===== src/rtl/aes_pkg.sv =====
// Shared types and constants for the AES block packer.
// Block geometry, packer FSM states and the FIFO entry layout.
package aes_pkg;

    localparam int AES_BLK_BYTES = 16;
    localparam int AES_BLK_W     = 128;

    typedef enum logic {
        ST_FILL   = 1'b0,
        ST_PADBLK = 1'b1
    } pk_state_t;

    typedef struct packed {
        logic [AES_BLK_W-1:0] data;
        logic [4:0]           nbytes;
        logic                 last;
    } blk_ent_t;

    localparam int AES_ENT_W = $bits(blk_ent_t);

    // PKCS#7 pad value when the final byte sits at idx:
    // n = idx+1 message bytes, pad = 16-n = 15-idx.
    function automatic logic [7:0] pad_byte(
        input logic [3:0] idx
    );
        return {4'h0, ~idx};
    endfunction

endpackage


===== src/rtl/aes_blk_fifo.sv =====
// Synchronous FIFO holding completed packer blocks.
// Ports: clk, rst (sync, active-high), push/din, pop, full, empty, head.
module aes_blk_fifo #(
    parameter int W     = 134,
    parameter int DEPTH = 2
) (
    input  logic         clk,
    input  logic         rst,
    input  logic         push,
    input  logic [W-1:0] din,
    input  logic         pop,
    output logic         full,
    output logic         empty,
    output logic [W-1:0] head
);

    localparam int AW = $clog2(DEPTH);

    logic [W-1:0] mem [DEPTH];
    logic [AW:0]  wp;
    logic [AW:0]  rp;

    logic do_push;
    logic do_pop;

    assign do_push = push && !full;
    assign do_pop  = pop && !empty;

    assign empty = (wp == rp);
    assign full  = (wp[AW] != rp[AW]) &&
                   (wp[AW-1:0] == rp[AW-1:0]);
    assign head  = mem[rp[AW-1:0]];

    always_ff @(posedge clk) begin
        if (rst) begin
            wp <= '0;
            rp <= '0;
        end else begin
            if (do_push) wp <= wp + 1'b1;
            if (do_pop)  rp <= rp + 1'b1;
        end
    end

    always_ff @(posedge clk) begin
        if (do_push) mem[wp[AW-1:0]] <= din;
    end

endmodule


===== src/rtl/aes_block_packer.sv =====
// Packs a valid/ready byte stream into 128-bit blocks for AES_top.
// Ports: clk, rst, in_byte/in_valid/in_last/in_ready,
//   blk_data/blk_nbytes/blk_last/blk_valid/blk_ready.
// Define AES_PKCS7_PAD_EN to PKCS#7-pad the final block.
module aes_block_packer
    import aes_pkg::*;
#(
    parameter int BLK_BYTES  = 16,
    parameter int OBUF_DEPTH = 2
) (
    input  logic                 clk,
    input  logic                 rst,
    input  logic [7:0]           in_byte,
    input  logic                 in_valid,
    input  logic                 in_last,
    output logic                 in_ready,
    output logic [AES_BLK_W-1:0] blk_data,
    output logic [4:0]           blk_nbytes,
    output logic                 blk_last,
    output logic                 blk_valid,
    input  logic                 blk_ready
);

    localparam logic [3:0] LAST_IDX = 4'(BLK_BYTES - 1);

    pk_state_t            state;
    logic [3:0]           idx;
    logic [AES_BLK_W-1:0] asm_q;

    logic     accept;
    logic     blk_done;
    logic     push;
    logic     pop;
    logic     full;
    logic     empty;
    logic     out_en;
    blk_ent_t fill_ent;
    blk_ent_t pad_ent;
    blk_ent_t din;
    blk_ent_t head;

    assign in_ready = !rst && (state == ST_FILL) && !full;
    assign accept   = in_valid && in_ready;
    assign blk_done = accept &&
                      ((idx == LAST_IDX) || in_last);

    // Block as it will be pushed: stored bytes below idx,
    // the incoming byte at idx, fill above (only on in_last).
    always_comb begin
        fill_ent = '0;
        for (int k = 0; k < AES_BLK_BYTES; k++) begin
            if (4'(k) < idx) begin
                fill_ent.data[8*k +: 8] = asm_q[8*k +: 8];
            end else if (4'(k) == idx) begin
                fill_ent.data[8*k +: 8] = in_byte;
            end else begin
`ifdef AES_PKCS7_PAD_EN
                fill_ent.data[8*k +: 8] = pad_byte(idx);
`else
                fill_ent.data[8*k +: 8] = 8'h00;
`endif
            end
        end
        fill_ent.nbytes = {1'b0, idx} + 5'd1;
`ifdef AES_PKCS7_PAD_EN
        // A full final block needs a trailing pad block.
        fill_ent.last = in_last && (idx != LAST_IDX);
`else
        fill_ent.last = in_last;
`endif
    end

    always_comb begin
        pad_ent        = '0;
        pad_ent.data   = {AES_BLK_BYTES{8'h10}};
        pad_ent.nbytes = 5'd0;
        pad_ent.last   = 1'b1;
    end

    assign push = blk_done ||
                  ((state == ST_PADBLK) && !full);
    assign din  = (state == ST_PADBLK) ? pad_ent : fill_ent;
    assign pop  = blk_valid && blk_ready;

    always_ff @(posedge clk) begin
        if (rst) begin
            state <= ST_FILL;
            idx   <= '0;
            asm_q <= '0;
        end else begin
            unique case (1'b1)
                (state == ST_FILL): begin
                    if (accept) begin
                        asm_q[8*idx +: 8] <= in_byte;
                        idx <= blk_done ? 4'd0 : idx + 4'd1;
`ifdef AES_PKCS7_PAD_EN
                        if (blk_done && in_last &&
                            (idx == LAST_IDX))
                            state <= ST_PADBLK;
`endif
                    end
                end
                (state == ST_PADBLK): begin
                    if (!full) state <= ST_FILL;
                end
                default: state <= ST_FILL;
            endcase
        end
    end

    aes_blk_fifo #(
        .W     (AES_ENT_W),
        .DEPTH (OBUF_DEPTH)
    ) u_fifo (
        .clk   (clk),
        .rst   (rst),
        .push  (push),
        .din   (din),
        .pop   (pop),
        .full  (full),
        .empty (empty),
        .head  (head)
    );

    // Head fields read as zero while empty or in reset.
    assign out_en     = !rst && !empty;
    assign blk_valid  = out_en;
    assign blk_data   = out_en ? head.data : '0;
    assign blk_nbytes = out_en ? head.nbytes : 5'd0;
    assign blk_last   = out_en ? head.last : 1'b0;

endmodule


===== config.mk =====
export PLATFORM = sky130hd
export DESIGN_NAME = aes_block_packer
export DESIGN_NICKNAME = d
export VERILOG_FILES = /design/src/rtl/aes_pkg.sv /design/src/rtl/aes_blk_fifo.sv /design/src/rtl/aes_block_packer.sv
export SDC_FILE = /design/constraint.sdc
export NUM_CORES = 1
export LEC_CHECK = 0
export ABC_AREA = 1
export CAP_MARGIN = 20
export CORE_ASPECT_RATIO = 0.6
export CORE_UTILIZATION = 45
export DETAILED_ROUTE_END_ITERATION = 10
export PLACE_DENSITY = 0.67
export SLEW_MARGIN = 15
export SYNTH_ARGS = -nofsm -noshare
export SYNTH_HDL_FRONTEND = slang
export SYNTH_HIERARCHICAL = 1
export SYNTH_SLANG_ARGS = --single-unit

===== constraint.sdc =====
create_clock -name clk -period 23.6 [get_ports clk]
set_clock_uncertainty 0.05 [all_clocks]
set_input_delay 2.36 -clock clk [delete_from_list [all_inputs] [get_ports clk]]
set_output_delay 2.36 -clock clk [all_outputs]
set_load 0.01 [all_outputs]

==> summary.md <==
| Metric | Value |
|---|---|
| Outcome | finished clean |
| PortBufs | 148 |
| VDD IR max | 0.00004767 V |
| Antenna violations before repair | 1 |
| Die Y | 158.7 um |
| Worst-path fanout max | 74 |
| CTS max path bufs | 3 |
| Die area | 41770 um^2 |
| RSZ-0062 raised after global routing | no |
| Largest net degree at the start of global routing | 119 |
| Pins Over Slew Limit | 0 |
| Seq cells post-synth | 398 |
| Top-area cell type share of the netlist area | 43.70% |
| CTS tree | done |
| Power Internal | 1.147 mW |
| Tcrit/Tclk final | 31.76% |
| Top FF cell, synth | edfxtp_1 |
| Final Hold Fails | 0 |
| Setup tns final | 0 ns |
| Switching share of power | 22.54% |
| CTS resizes | 0 |
| Ant. Diodes | 0 |
| Clock transition at path regs | 0.06 ns |
| Rel. slew slack | 30.83% |
| Ys async rst share | 0% |
| Gr ovfl total | 0 |
| Final setup fails | 0 |
| Post-route ant nets | 0 |
| Register area share after synthesis | 57.83% |
| Core Box Area | 39660 um^2 |
| Via/cell ratio | 5.372 |
| PD cells | 68.80 nW/um^2 |
| Initial DRT Pass Iterations | 8 |
| FP Rows | 56 |
| Layout cells sized above 1 | 12.43% |
| Leakage | 8.633 nW |
| Mapped Cells | 1907 |
| Post-DP HPWL | 33.74 mm |
| All-layer global routing usage | 23.54% |
| Crit Path Category | in -> out |
| Synth Warn # | 6 |
| Worst Path Required | 21.19 ns |
| Vias in the first global route | 12750 |
| # Post-CTS Setup Buffers | 0 |
| Cts hold-fix bufs | 0 |
| Final Power | 1.481 mW |
| Multi-input logic area | 6355 um^2 |
| Leading area contributor after synthesis | edfxtp_1 |
| GPL Wtd Cong | 0.9403 |
| Worst endpoint data arrival time | 5.08 ns |
| Clock share of power | 42.4% |
| Syn avg cell area | 9.658 um^2 |
| Critical Path Sink Type | output port |
| Post-synth EDFFs | 268 |
| Sequential cell area | 10650 um^2 |
| FILL cells | 3474 |
| DRC violations left | 0 |
| Sequential Power Share | 50.8% |
| Max-Cap Viols | 0 |
| H-tree Lvls | 2 |
| Library cells used by synthesis | 39 |
| Combinational Power Share | 6.9% |
| Area grow syn2layout | 16.90% |
| Die width | 263.2 um |
| Worst hold path type | reg -> reg |
| Minimum clock period | 7.495 ns |
| Clk Tree Root Cell | clkbuf_16 |
| Insertion delay to the later sink of the worst-skew pair | 0.54 ns |
| F_max | 133.4 MHz |
| Top cells by area, synth | edfxtp_1 (44%), dfxtp_1 (14%), nor2_1 (9.0%), mux2_4 (4.9%), inv_1 (4.8%) |
| CTS Buf Count | 38 |
| Mapped cell area | 18420 um^2 |
| Boundary pin count | 149 |
| Total Nets Final | 2030 |
| Drt initial violations | 1512 |
| Synthesized net count | 1924 |
| Critical Path Start Type | input pin |
| WL final | 50.32 mm |
| Worst Max-Slew Pin Slew | 1.038 ns |
| Sinks on the clock net | 398 |
| Starting density of the core | 46.44% |
| Psw | 0.3339 mW |
| Detailed-route via count | 13780 |
| Global-route wire length before repair | 76.04 mm |
| WL/cell | 19.62 um |
per-layer routing:
layer	global-route usage [%]	up-vias	wire length (um)
met4	5.423	0	946
met1	35.88	6579	23750
met3	5.723	71	4847
met2	33.31	626	20780
met5	0	-	0
li1	-	6504	-
critical path: stages:
cell and delay, ns:
clkdlybuf4s50_1 0.74, nor2_1 0.17, inv_4 0.45, buf_4 0.64, nor2_1 0.11, clkdlybuf4s50_1 0.51
stage by stage:
stage          hold slack [ns]  instance area (um^2)  cells  util [%]  worst slack (ns)
3_5_place_dp            0.4196                 20210   2493     50.97             16.06
5_1_grt                 0.4485                 21530   2565     54.29             15.88
3_3_place_gp            0.4100                 20210   2493     50.97             16.22
2_1_floorplan           0.3995                 18420   1907         -             14.19
4_1_cts                 0.4340                 21490   2563     54.18             16.05
6_report                0.4354                 21530   2565     54.29             16.11
cells in the mapped netlist, drive strengths merged (2+ instances only):
master,n
nand2,224
inv,252
nor2,454
nor3,10
o22ai,28
a21oi,44
mux2,134
edfxtp,268
ha,4
clkbuf,55
a211oi,5
o32ai,13
buf,44
dfxtp,130
o211ai,5
nand4,26
o21ai,131
nand3,71
o221ai,2
clkinv,2
power groups by stage:
stage,registers (mW),clock network [mW],logic (mW)
final,0.752,0.627,0.102
after CTS,0.752,0.635,0.0991
after detailed placement,0.767,0,0.0987
after floorplan,0.768,0,0.0590
after global routing,0.752,0.662,0.109
after global placement,0.767,0,0.0971
placed cells by master (no fill, tap or decap), types with 6 or more instances in the layout:
| cell | n |
|---|---|
| a21oi_1 | 43 |
| buf_4 | 15 |
| clkbuf_1 | 13 |
| clkbuf_16 | 41 |
| clkdlybuf4s50_1 | 148 |
| dfxtp_1 | 129 |
| edfxtp_1 | 268 |
| inv_1 | 235 |
| inv_2 | 16 |
| mux2_2 | 74 |
| mux2_4 | 60 |
| nand2_1 | 216 |
| nand2_2 | 6 |
| nand3_1 | 69 |
| nand4_1 | 23 |
| nor2_1 | 439 |
| nor2_4 | 10 |
| nor3_1 | 9 |
| o21ai_0 | 121 |
| o21ai_1 | 10 |
| o22ai_1 | 28 |
| o32ai_1 | 13 |
sequential cells by signal, indices dropped and copies added (netlist names), named ones only:
signal      cells
idx             4
u_fifo/wp       2
u_fifo/rp       2
state           1
u_fifo/mem    268
asm_q         120
worst paths after layout:
kind            start                end  slack, ns  cells past startpoint
max               rst       blk_data[74]      16.11                      6
min          asm_q[1]           asm_q[1]       0.44                      2
max reg2reg    idx[2]  u_fifo/mem[1][53]      19.29                     11
min reg2reg  asm_q[1]           asm_q[1]       0.44                      2
kinds of logic (layout without fill, tap and decap cells):
kind of cell	count (synthesis)	after routing	synth area share (%)
and+or+nand+nor	786	786	17.74
DFF	398	398	57.83
buffers and inverters	353	489	7.738
AOI/OAI and AO/OA	231	231	6.963
muxes	134	134	9.416
adders and majority gates	4	4	0.2717
xor gates and xnor gates	1	1	0.04756
cell type report:
class / count / share of cell area [%]
Clock buffer: 59 / 5.312
Clock inverter: 11 / 0.5986
Inverter: 254 / 4.452
Multi-Input combinational cell: 1156 / 29.52
Sequential cell: 398 / 49.49
Tap cell: 522 / 3.034
Timing Repair Buffer: 165 / 7.602
No activity file was read; power rests on OpenSTA's default activity.
